File: config.mk
export PLATFORM = sky130hd
export DESIGN_NAME = lobster_fetch_queue
export DESIGN_NICKNAME = d
export VERILOG_FILES = /design/src/rtl/lobster_fetch_queue.sv
export SDC_FILE = /design/constraint.sdc
export NUM_CORES = 1
export LEC_CHECK = 0
export ABC_CLOCK_PERIOD_IN_PS = 11100
export CAP_MARGIN = 0
export CORE_ASPECT_RATIO = 2
export CORE_UTILIZATION = 35
export DETAILED_ROUTE_END_ITERATION = 10
export PLACE_DENSITY = 0.6
export SKIP_LAST_GASP = 1
export SLEW_MARGIN = 30
export SYNTH_ARGS = -nofsm -noshare
export SYNTH_HDL_FRONTEND = slang
export SYNTH_SLANG_ARGS = --single-unit
File: constraint.sdc
create_clock -name clk -period 11.1 [get_ports clk]
set_clock_uncertainty 0.05 [all_clocks]
set_input_delay 1.11 -clock clk [delete_from_list [all_inputs] [get_ports clk]]
set_output_delay 1.11 -clock clk [all_outputs]
set_load 0.01 [all_outputs]
File: src/rtl/lobster_fetch_queue.sv
// Sequential 64-bit bundle prefetcher feeding the lobster128 executor through a small FIFO.
// Define LOBSTER_FETCH_PERF_EN to build the perf_fetched/perf_stall counters and ports.
//
//   state  | meaning
//   IDLE   | no request outstanding; issue when the FIFO has room
//   REQ    | request outstanding; its data will be pushed
//   DROP   | request orphaned by a redirect; its data will be discarded
module lobster_fetch_queue #(
  parameter int                    ADDR_WIDTH = 36,
  parameter int                    DEPTH      = 4,
  parameter logic [ADDR_WIDTH-1:0] RESET_PC   = 36'hF800
) (
  input  logic                  clk,
  input  logic                  rst,
  output logic                  mem_ce,
  output logic [ADDR_WIDTH-1:0] mem_addr,
  input  logic                  mem_rdy,
  input  logic [63:0]           mem_data,
  input  logic                  redir_valid,
  input  logic [ADDR_WIDTH-1:0] redir_pc,
  output logic                  out_valid,
  input  logic                  out_ready,
  output logic [63:0]           out_inst,
  output logic [ADDR_WIDTH-1:0] out_pc
`ifdef LOBSTER_FETCH_PERF_EN
  ,
  output logic [31:0]           perf_fetched,
  output logic [31:0]           perf_stall
`endif
);

  localparam int PW = $clog2(DEPTH);
  localparam int CW = PW + 1;
  localparam logic [CW-1:0] DEPTH_C = CW'(DEPTH);

  typedef enum logic [1:0] {S_IDLE, S_REQ, S_DROP} state_t;

  state_t                  state_q;
  logic                    mem_ce_q;
  logic [ADDR_WIDTH-1:0]   mem_addr_q;
  logic [ADDR_WIDTH-1:0]   fetch_pc_q;

  logic [63:0]             inst_q [DEPTH];
  logic [ADDR_WIDTH-1:0]   pc_q   [DEPTH];
  logic [PW-1:0]           head_q, tail_q;
  logic [CW-1:0]           count_q, count_d, count_sp;

  logic                    push, pop, space;
  logic [ADDR_WIDTH-1:0]   redir_pc_al, fetch_pc_inc;
  logic                    unused_redir_lsb;

  assign redir_pc_al      = {redir_pc[ADDR_WIDTH-1:3], 3'b000};
  assign unused_redir_lsb = ^redir_pc[2:0];
  assign fetch_pc_inc     = fetch_pc_q + ADDR_WIDTH'(8);

  assign push     = (state_q == S_REQ) && mem_rdy && !redir_valid;
  assign pop      = out_ready && (count_q != '0) && !redir_valid;
  // Occupancy after this cycle's push/pop; issuing only below DEPTH reserves a slot for the in-flight bundle.
  assign count_sp = count_q + CW'(push) - CW'(pop);
  assign space    = count_sp < DEPTH_C;
  assign count_d  = redir_valid ? '0 : count_sp;

  always_ff @(posedge clk) begin
    if (rst) begin
      state_q    <= S_IDLE;
      mem_ce_q   <= 1'b0;
      mem_addr_q <= RESET_PC;
      fetch_pc_q <= RESET_PC;
    end else begin
      case (state_q)
        S_IDLE: begin
          if (redir_valid) begin
            fetch_pc_q <= redir_pc_al;
          end else if (space) begin
            mem_ce_q   <= 1'b1;
            mem_addr_q <= fetch_pc_q;
            state_q    <= S_REQ;
          end
        end
        S_REQ: begin
          if (redir_valid) begin
            fetch_pc_q <= redir_pc_al;
            if (mem_rdy) begin
              mem_ce_q <= 1'b0;
              state_q  <= S_IDLE;
            end else begin
              state_q  <= S_DROP;
            end
          end else if (mem_rdy) begin
            fetch_pc_q <= fetch_pc_inc;
            if (space) begin
              mem_addr_q <= fetch_pc_inc;
            end else begin
              mem_ce_q <= 1'b0;
              state_q  <= S_IDLE;
            end
          end
        end
        S_DROP: begin
          if (redir_valid) fetch_pc_q <= redir_pc_al;
          if (mem_rdy) begin
            mem_ce_q <= 1'b0;
            state_q  <= S_IDLE;
          end
        end
        default: begin
          mem_ce_q <= 1'b0;
          state_q  <= S_IDLE;
        end
      endcase
    end
  end

  always_ff @(posedge clk) begin
    if (rst) begin
      head_q  <= '0;
      tail_q  <= '0;
      count_q <= '0;
      for (int i = 0; i < DEPTH; i++) begin
        inst_q[i] <= '0;
        pc_q[i]   <= '0;
      end
    end else begin
      count_q <= count_d;
      if (redir_valid) begin
        head_q <= '0;
        tail_q <= '0;
      end else begin
        if (push) begin
          inst_q[tail_q] <= mem_data;
          pc_q[tail_q]   <= mem_addr_q;
          tail_q         <= tail_q + PW'(1);
        end
        if (pop) head_q <= head_q + PW'(1);
      end
    end
  end

  assign mem_ce    = mem_ce_q;
  assign mem_addr  = mem_addr_q;
  assign out_valid = (count_q != '0);
  assign out_inst  = inst_q[head_q];
  assign out_pc    = pc_q[head_q];

`ifdef LOBSTER_FETCH_PERF_EN
  logic [31:0] perf_fetched_q, perf_stall_q;

  always_ff @(posedge clk) begin
    if (rst) begin
      perf_fetched_q <= '0;
      perf_stall_q   <= '0;
    end else begin
      if (push) perf_fetched_q <= perf_fetched_q + 32'd1;
      if (out_ready && !out_valid) perf_stall_q <= perf_stall_q + 32'd1;
    end
  end

  assign perf_fetched = perf_fetched_q;
  assign perf_stall   = perf_stall_q;
`endif

  a_no_overflow: assert property (@(posedge clk) disable iff (rst)
    !(push && (count_q == DEPTH_C)));

endmodule

==> qor.csv, run 1 <==
metric,value,unit
setup_violations,0,
rel_slew_slack,35.4,%
io-pin-count,243,
antenna_found_initial,3,
clkPwrFrac,39.8,%
dieArea,60900,sq um
synthesis.area,20900,sq um
type_of_the_worst_min_delay_path,reg2reg,
drt_wl_total,55.8,mm
place.port_buffers,236,
grt_pass1_vias,14000,
grt_first_pass_wirelength,83.1,mm
numCtsBuffers,45,
static-leakage-power,9.31,nW
effective_utilization_at_floorplan,35.4,%
power_frac_seq,52.8,%
worst-r2r-cell-count,12,
post_cts_resize_count,0,
worst-slew-pin-transition,967,ps
routed-via-count,13500,
layout-drive-gt1-share,11.6,%
hold_violations_final,0,
fp.coreArea,59100,sq um
maximum_vdd_drop,0.102,mV
cts_sinks,470,
route.detailed.drc,0,
num-nets-final,1875,
syn_inst,1586,
critical_path_class,in2reg,
sw_frac_of_total,22.1,%
synthToLayoutAreaGrowth,21.8,%
powerDensity,151,nW/um^2
syn_avg_cell_area,13.2,sq um
run_status,"finished, final reports clean",
fp.dieW,175,um
chipHeight,348,um
synth_enable_flop_cells,392,
detail_route.first_pass.iterations,6,
cts-root-buf,clkbuf_16,
max_freq,179,MHz
post_cts_hold_buffer_count,0,
timing.critical_path.required,11520,ps
critical_path_capture_point_type,register,
synth-warning-count,0,
ys_async_sr_fraction,0,%
cts-htree-levels,2,
detail_route.iter0.violations,866,
ys_ff_latch,470,
grt_start_max_net_pins,97,
synth.yosys.seq_area_share,63.7,%
startpoint_type,primary input,
power_report.internal_total,2.99,mW
slew_violations,0,
std_cell_rows,126,
timing.max_cap.violations,0,
gpl.final_weighted_congestion,0.901,
min_path_cells,2,
grt_use_total,18.4,%
final_common_cell,edfxtp_1,
layout_worst_path_cycle_share,50.2,%
final_setup_tns,0,ps
cts_max_path_buffers,3,
critical_path_arrival,6000,ps
avgRoutedWirePerCell,21.7,um
globalRoute.totalOverflow,0,
post-route-min-period,5580,ps
final_cell_mix,"edfxtp_1 (392), clkdlybuf4s50_1 (235), nor2_1 (195), nand2_1 (105), and3_1 (100)",
route.antenna.remaining_nets,0,
comb_power_share,7.4,%
insertion_delay,570,ps
power_switching,0.851,mW
register_clock_pin_slew_on_the_reported_worst_setup_and_hold_paths,70,ps
grt_setup_unrepaired,no,
cts_setup_buffers,0,
ys.flop_type,edfxtp_1,
detailed_place.area,24100,sq um
synth.distinct_cells,68,
tritoncts,yes,
avgViaCountPerCell,5.24,
critPathMaxFanout,60,
dp_hpwl,34.2,mm
finalInstanceArea,25500,sq um
==> metrics by stage <==
step	hold slack, ps	utilization, %	setup WS [ps]	cells	power, mW
after CTS	465	43.1	5540	2567	3.89
after global placement	444	40.5	4530	2483	2.35
after floorplan	421	-	1940	1592	2.20
final	457	43.1	5520	2568	3.84
after detailed placement	455	40.7	4940	2487	2.36
after global routing	489	43.1	5220	2567	3.97
==> worst paths after layout <==
path         slack [ps]                     endpoint                   startpoint
max                5520    mem_addr[34]$_SDFFE_PP0P_                  redir_valid
min                 460  fetch_pc_q[10]$_SDFFE_PP0P_  fetch_pc_q[10]$_SDFFE_PP0P_
max reg2reg        6480    mem_addr[34]$_SDFFE_PP0P_      state_q[0]$_SDFFE_PP0P_
min reg2reg         460  fetch_pc_q[10]$_SDFFE_PP0P_  fetch_pc_q[10]$_SDFFE_PP0P_
==> power by group through the flow <==
stage	sequential, mW	combinational, mW	clock (mW)
finish	2.03	0.283	1.53
global route	2.04	0.305	1.63
CTS	2.03	0.289	1.57
detailed placement	2.07	0.287	0
global placement	2.06	0.285	0
floorplan	2.06	0.139	0
==> per-layer routing <==
layer  part of all wire (%)  global-route usage [%]  up-vias
li1                       -                       -     6164
met1                     37                    20.0     6755
met2                     54                    34.8      439
met3                    5.8                    3.16      102
met4                    3.4                    6.97        6
met5                  0.077                       0        -
==> worst max-delay path: stages <==
cell and delay [ps]:
clkdlybuf4s50_1 760, and4bb_4 940, inv_1 480, ha_1 420, inv_1 40, ha_1 180, fa_1 360, xnor3_1 410
or2_4 280, nor3_4 150, buf_4 500, nor2_1 110, a311oi_2 250
==> final cells by class <==
type	instances	area, sq um
multi-input cells	910	6830
clock buffers	62	1240
inverters	79	297
repair buffers	260	2630
flip-flops and latches	470	13300
fillers	5365	33600
diodes	1	2.50
clock inverters	18	208
well taps	768	961
==> sequential cells by signal, indices dropped and copies added, names as in the netlist, named ones only <==
register / cells
mem_ce: 1
fetch_pc_q: 33
count_q: 3
tail_q: 2
pc_q: 136
mem_addr: 33
inst_q: 256
state_q: 2
head_q: 2
==> cells by family (layout without fill, tap and decap cells) <==
logic type | Yosys count | in the layout | share of synthesized area, %
muxes | 100 | 100 | 10.6
DFF | 470 | 470 | 63.7
buffers and inverters | 212 | 419 | 4.18
and+or+nand+nor | 627 | 627 | 15.2
xor gates and xnor gates | 32 | 32 | 1.40
adders and majority gates | 4 | 4 | 0.275
AOI/OAI and AO/OA | 140 | 140 | 4.55
other | 1 | 8 | 0.0179
==> Yosys cell counts, types with 6 or more instances <==
cell	count	area share [%]
a211oi_1	23	0.82
a21oi_1	25	0.60
a311oi_1	7	0.29
a31oi_1	12	0.36
and2_1	98	2.9
and3_1	100	3.0
buf_2	34	0.81
buf_4	7	0.25
clkbuf_1	85	1.5
dfxtp_1	78	7.5
edfxtp_1	392	56
inv_1	79	1.4
mux4_2	98	11
nand2_1	106	1.9
nand2b_1	6	0.18
nand3_1	20	0.48
nand4_1	17	0.51
nor2_1	196	3.5
nor2b_1	8	0.24
nor3_1	22	0.53
nor4_1	12	0.36
o21ai_0	31	0.74
or3_1	9	0.27
xnor2_1	17	0.71
xor2_1	14	0.59
(Power assumes the default switching activity.)
==> run 2: changes to the inputs <==
--- a/config.mk
+++ b/config.mk
@@ -5,12 +5,12 @@
 export SDC_FILE = /design/constraint.sdc
 export NUM_CORES = 1
 export LEC_CHECK = 0
-export ABC_CLOCK_PERIOD_IN_PS = 11100
+export ABC_CLOCK_PERIOD_IN_PS = 5000
 export CAP_MARGIN = 0
 export CORE_ASPECT_RATIO = 2
 export CORE_UTILIZATION = 35
 export DETAILED_ROUTE_END_ITERATION = 10
-export PLACE_DENSITY = 0.6
+export PLACE_DENSITY = 0.62
 export SKIP_LAST_GASP = 1
 export SLEW_MARGIN = 30
 export SYNTH_ARGS = -nofsm -noshare
==> constraint.sdc (replaced) <==
create_clock -name clk -period 5 [get_ports clk]
set_clock_uncertainty 0.05 [all_clocks]
set_input_delay 0.5 -clock clk [delete_from_list [all_inputs] [get_ports clk]]
set_output_delay 0.5 -clock clk [all_outputs]
set_load 0.01 [all_outputs]
==> qor.csv, run 2 (same netlist as run 1, synthesis figures left out) <==
metric,value,unit,change
run_status,"finished, final reports clean",,
fp.coreArea,59100,sq um,unchanged
post_cts_hold_buffer_count,0,,unchanged
route.detailed.drc,0,,unchanged
cts_setup_buffers,0,,unchanged
final_common_cell,edfxtp_1,,
io-pin-count,243,,unchanged
powerDensity,334,nW/um^2,+120%
antenna_cells,0,,-1
crit_path_max_incr_delay,440,ps,-500 ps
grt_first_pass_wirelength,82.8,mm,-0.41%
effective_utilization_at_floorplan,35.4,%,unchanged
cts-root-buf,clkbuf_16,,
path_common_cell,ha_1,,
hold_violations_final,0,,unchanged
avgViaCountPerCell,5.22,,-0.52%
grt_start_max_net_pins,130,,+34%
power_report.internal_total,6.67,mW,+120%
largest_register_ff_count,256,,unchanged
chipHeight,348,um,unchanged
post-route-min-period,3560,ps,
dieArea,60900,sq um,unchanged
drt_wl_total,55.2,mm,-0.96%
tritoncts,yes,,
comb_power_share,7.5,%,about the same
power_frac_seq,52.7,%,about the same
critical_path_capture_point_type,register,,
insertion_delay,560,ps,about the same
critical_path_class,reg2reg,,
power_switching,1.88,mW,+120%
register_clock_pin_slew_on_the_reported_worst_setup_and_hold_paths,60,ps,about the same
detailed_place.area,24100,sq um,+0.29%
antenna_found_initial,1,,-2
final_cell_mix,"edfxtp_1 (392), clkdlybuf4s50_1 (235), nor2_1 (195), nand2_1 (105), and3_1 (100)",,
cts-htree-levels,2,,unchanged
gpl.final_weighted_congestion,0.906,,+0.49%
rel_slew_slack,33.8,%,-1.6 points
place.port_buffers,236,,unchanged
detail_route.first_pass.iterations,5,,-1
synthToLayoutAreaGrowth,22.2,%,
cts_sinks,470,,unchanged
slew_violations,0,,unchanged
fp.dieW,175,um,unchanged
detail_route.iter0.violations,837,,-3.3%
type_of_the_worst_min_delay_path,reg2reg,,
timing.max_cap.violations,0,,unchanged
numCtsBuffers,42,,-6.7%
post_cts_resize_count,0,,unchanged
layout_worst_path_cycle_share,71.3,%,
critPathMaxFanout,4,,-93%
std_cell_rows,126,,unchanged
static-leakage-power,9.35,nW,+0.44%
route.antenna.remaining_nets,0,,unchanged
globalRoute.totalOverflow,0,,unchanged
dp_hpwl,33.6,mm,-1.6%
worst-r2r-setup-slack,1440,ps,-5040 ps
layout-drive-gt1-share,12.0,%,+0.37 points
finalInstanceArea,25600,sq um,+0.31%
num-nets-final,1874,,-0.053%
crit_path_cell_trace,"or3_1, and3b_1, ha_1, inv_1, ha_1, fa_1, xnor3_1, or2_4, or3_4, and2_0, a211o_1",,
grt_setup_unrepaired,no,,
grt_use_total,18.2,%,-0.20 points
layout_top_registers,"inst_q x256, pc_q x136",,
startpoint_type,register,,
avgRoutedWirePerCell,21.6,um,-0.73%
max_freq,281,MHz,
timing.critical_path.required,5400,ps,-6120 ps
regMostFlops,inst_q,,
critical_path_arrival,3960,ps,-2040 ps
routed-via-count,13400,,-0.75%
cpMaxStageDelayCell,or3_4,,
cts_max_path_buffers,3,,unchanged
worst-slew-pin-transition,993,ps,+26.3 ps
grt_pass1_vias,14200,,+1.4%
final_setup_tns,0,ps,unchanged
sw_frac_of_total,22.0,%,-0.16 points
clkPwrFrac,39.9,%,about the same
maximum_vdd_drop,0.231,mV,+130%
setup_violations,0,,unchanged
-- run 2: cell types whose count changed in the layout (fill, tap and decap cells not counted), moves of 2 or more --
cell,delta
buf_6,-5
buf_4,-2
clkbuf_1,-7
clkinv_2,+3
buf_12,+10
clkinv_1,-5
inv_4,+2
-- run 2: path summary, 6_finish.rpt --
kind | startpoint | to | depth (start not counted)
setup / recovery | count_q[1]$_SDFF_PP0_ | mem_addr[14]$_SDFFE_PP1P_ | 11
hold reg to reg | fetch_pc_q[10]$_SDFFE_PP0P_ | fetch_pc_q[10]$_SDFFE_PP0P_ | 2
setup reg to reg | count_q[1]$_SDFF_PP0_ | mem_addr[14]$_SDFFE_PP1P_ | 11
hold / removal | fetch_pc_q[10]$_SDFFE_PP0P_ | fetch_pc_q[10]$_SDFFE_PP0P_ | 2
-- run 2: power by group through the flow --
stage	registers, mW	logic (mW)	clock network (mW)
floorplan	4.56	0.308	0
global placement	4.58	0.642	0
detailed placement	4.59	0.647	0
CTS	4.50	0.650	3.49
global route	4.52	0.686	3.61
finish	4.50	0.639	3.41
-- run 2: critical path: cells and delay by family, from the launching register on --
kind | cells | cell delay, ps
AND/OR/NAND/NOR | 5 | 1530
XOR/XNOR | 1 | 420
adder cells (fa/ha/maj) | 3 | 820
buffers and inverters | 1 | 40
AO/OA/AOI/OAI | 1 | 260
flip-flops | 1 | 330
-- run 2: final cells by class --
type / count / area [sq um]
well taps: 768 / 961
flip-flops and latches: 470 / 13300
multi-input cells: 910 / 6830
fillers: 5456 / 33500
clock inverters: 18 / 219
clock buffers: 55 / 1210
repair buffers: 262 / 2730
inverters: 79 / 297
-- run 2: routing by layer --
layer | global-route usage, % | vias up | share of wire [%]
met1 | 19.3 | 6634 | 36
met4 | 8.61 | 2 | 4.1
met2 | 34.4 | 473 | 55
met5 | 0 | - | 0.029
li1 | - | 6161 | -
met3 | 2.79 | 95 | 5.3
-- run 2: metrics by stage --
step / setup WS, ps / util [%] / std cells / total power [mW] / hold WS, ps
3_3_place_gp: 1000 / 40.7 / 2486 / 5.22 / 438
4_1_cts: 1410 / 43.2 / 2561 / 8.65 / 440
2_1_floorplan: -901 / - / 1592 / 4.87 / 421
5_1_grt: 1310 / 43.3 / 2562 / 8.81 / 492
6_report: 1440 / 43.3 / 2562 / 8.55 / 454
3_5_place_dp: 973 / 40.8 / 2488 / 5.24 / 449
==> run 3: changes to the inputs <==
--- a/config.mk
+++ b/config.mk
@@ -5,12 +5,12 @@
 export SDC_FILE = /design/constraint.sdc
 export NUM_CORES = 1
 export LEC_CHECK = 0
-export ABC_CLOCK_PERIOD_IN_PS = 5000
+export ABC_CLOCK_PERIOD_IN_PS = 3550
 export CAP_MARGIN = 0
 export CORE_ASPECT_RATIO = 2
 export CORE_UTILIZATION = 35
 export DETAILED_ROUTE_END_ITERATION = 10
-export PLACE_DENSITY = 0.62
+export PLACE_DENSITY = 0.6
 export SKIP_LAST_GASP = 1
 export SLEW_MARGIN = 30
 export SYNTH_ARGS = -nofsm -noshare
==> constraint.sdc (replaced) <==
create_clock -name clk -period 3.55 [get_ports clk]
set_clock_uncertainty 0.05 [all_clocks]
set_input_delay 0.355 -clock clk [delete_from_list [all_inputs] [get_ports clk]]
set_output_delay 0.355 -clock clk [all_outputs]
set_load 0.01 [all_outputs]
==> qor.csv, run 3 (same netlist as run 1, synthesis figures left out) <==
metric,value,unit,change
cts_sinks,470,,unchanged
avgViaCountPerCell,5.22,,about the same
cpMaxStageDelayCell,or3_4,,
timing.critical_path.required,3960,ps,-1440 ps
place.port_buffers,236,,unchanged
antenna_found_initial,1,,unchanged
groute.layer.met1.usage,20.4,%,+1.1 points
grt_first_pass_wirelength,84.8,mm,+2.5%
power_frac_seq,52.8,%,about the same
globalRoute.totalOverflow,0,,unchanged
synthToLayoutAreaGrowth,23.2,%,
power,12.0,mW,+40%
gpl.final_weighted_congestion,0.895,,-1.1%
fillers,5458,,+0.037%
regMostFlops,inst_q,,
grt_setup_unrepaired,no,,
layout-drive-gt1-share,13.4,%,+1.4 points
post-route-min-period,3330,ps,-237 ps
detail_route.first_pass.iterations,6,,+1
critical_path_class,reg2reg,,
hold_violations_final,0,,unchanged
grt-busiest-layer,met2,,
antenna_cells,0,,unchanged
cts-root-buf,clkbuf_16,,
clkPwrFrac,39.4,%,-0.5 points
worst_r2r_startpoint,count_q[1]$_SDFF_PP0_,,
grt_use_total,18.5,%,+0.37 points
sw_frac_of_total,23.1,%,+1.1 points
cts_max_path_buffers,3,,unchanged
layout_worst_path_cycle_share,93.7,%,+22 points
multi_input_area,6820,sq um,about the same
path_common_cell,ha_1,,
met3_usage,2.71,%,-0.076 points
register_clock_pin_slew_on_the_reported_worst_setup_and_hold_paths,70,ps,about the same
cts-htree-levels,2,,unchanged
final_cell_mix,"edfxtp_1 (392), clkdlybuf4s50_1 (235), nor2_1 (194), nand2_1 (105), and3_1 (100)",,
grt_start_max_net_pins,97,,-25%
detail_route.iter0.violations,823,,-1.7%
drt_wl_total,56.7,mm,+2.7%
setup_violations,0,,unchanged
routed-via-count,13500,,+1.3%
layout_top_registers,"inst_q x256, pc_q x136",,
fp.coreArea,59100,sq um,unchanged
num-nets-final,1902,,+1.5%
fp.dieW,175,um,unchanged
run_status,"finished, final reports clean",,
critical_path_arrival,3740,ps,-220 ps
sequential_cell_area,13300,sq um,unchanged
route.detailed.drc,0,,unchanged
crit_path_cell_trace,"or3_1, and3b_1, ha_1, inv_1, ha_1, fa_1, xnor3_2, or2_4, or3_4, and2_0, a211o_1",,
startpoint_type,register,,
numCtsBuffers,45,,+7.1%
critPathMaxFanout,4,,unchanged
slew_violations,0,,unchanged
grt.met2_usage,35.2,%,+0.78 points
critical_path_capture_point_type,register,,
comb_power_share,7.8,%,+0.3 points
effective_utilization_at_floorplan,35.4,%,unchanged
largest_register_ff_count,256,,unchanged
maximum_vdd_drop,0.341,mV,+48%
grt_pass1_vias,14200,,+0.27%
insertion_delay,570,ps,about the same
holdCritStartpoint,rst,,
crit_path_max_incr_delay,420,ps,-20 ps
static-leakage-power,9.46,nW,+1.2%
powerDensity,466,nW/um^2,+39%
power_switching,2.77,mW,+47%
final_critical_path_setup_slack,223,ps,-1210 ps
worst-slew-pin-transition,923,ps,-69.7 ps
io-pin-count,243,,unchanged
timing.max_cap.violations,0,,unchanged
power_report.internal_total,9.24,mW,+38%
dp_hpwl,34.9,mm,+3.8%
std_cell_rows,126,,unchanged
cp-startpoint,count_q[1]$_SDFF_PP0_,,
layout.core_utilization,43.6,%,+0.33 points
dieArea,60900,sq um,unchanged
avgRoutedWirePerCell,21.8,um,+1.3%
type_of_the_worst_min_delay_path,in2reg,,
final_common_cell,edfxtp_1,,
chipHeight,348,um,unchanged
route.antenna.remaining_nets,0,,unchanged
rel_slew_slack,38.3,%,+4.5 points
final_setup_tns,0,ps,unchanged
tritoncts,yes,,
max_freq,301,MHz,+7.1%
dp_slack,-191,ps,-1160 ps
-- run 3: what timing repair did --
| item | CTS | global route |
|---|---|---|
| setup buffers | 0 | 2 |
| hold endpoints to repair | 0 | 0 |
| resized for setup | 0 | 3 |
| hold buffers | 0 | 0 |
| setup endpoints to repair | 0 | 25 |
-- run 3: area by class of cell --
type	count	area share, %
clock buffers	55	4.55
clock inverters	27	0.956
repair buffers	287	11.4
flip-flops and latches	470	51.7
multi-input cells	910	26.5
well taps	768	3.73
inverters	79	1.15
-- run 3: through the flow --
stage          hold WS (ps)  cells  cell area [sq um]
2_1_floorplan           384   1592              21000
3_3_place_gp            435   2511              24300
3_5_place_dp            452   2511              24300
4_1_cts                 187   2593              25700
5_1_grt                 222   2596              25800
6_report                200   2596              25800
-- run 3: critical path: cells and delay by family, from the launching register on --
kind                       cells  cell delay (ps)
AOI/OAI and AO/OA              1              270
and+or+nand+nor                5             1470
xor gates and xnor gates       1              270
DFF                            1              310
adders and majority gates      3              830
buffers and inverters          1               40
-- run 3: power groups by stage --
stage | Clock, mW | Sequential [mW] | Combinational (mW)
floorplan | 0 | 6.42 | 0.435
global placement | 0 | 6.45 | 0.925
detailed placement | 0 | 6.47 | 0.931
CTS | 4.86 | 6.35 | 0.935
global route | 5.03 | 6.37 | 1.00
finish | 4.73 | 6.35 | 0.933
-- run 3: worst paths after layout --
| check | endpoint | slack, ps | cells after the start |
|---|---|---|---|
| worst min register to register | fetch_pc_q[10]$_SDFFE_PP0P_ | 460 | 2 |
| worst min-delay path | mem_addr[19]$_SDFFE_PP0P_ | 200 | 2 |
| worst max-delay path | mem_addr[14]$_SDFFE_PP1P_ | 220 | 11 |
| worst max register to register | mem_addr[14]$_SDFFE_PP1P_ | 220 | 11 |
-- run 3: routing by layer --
layer	up-vias	wire, um	share of wire (%)
met2	453	30700	54
met4	2	1990	3.5
li1	6217	-	-
met5	-	13	0.023
met1	6766	21000	37
met3	106	2940	5.2
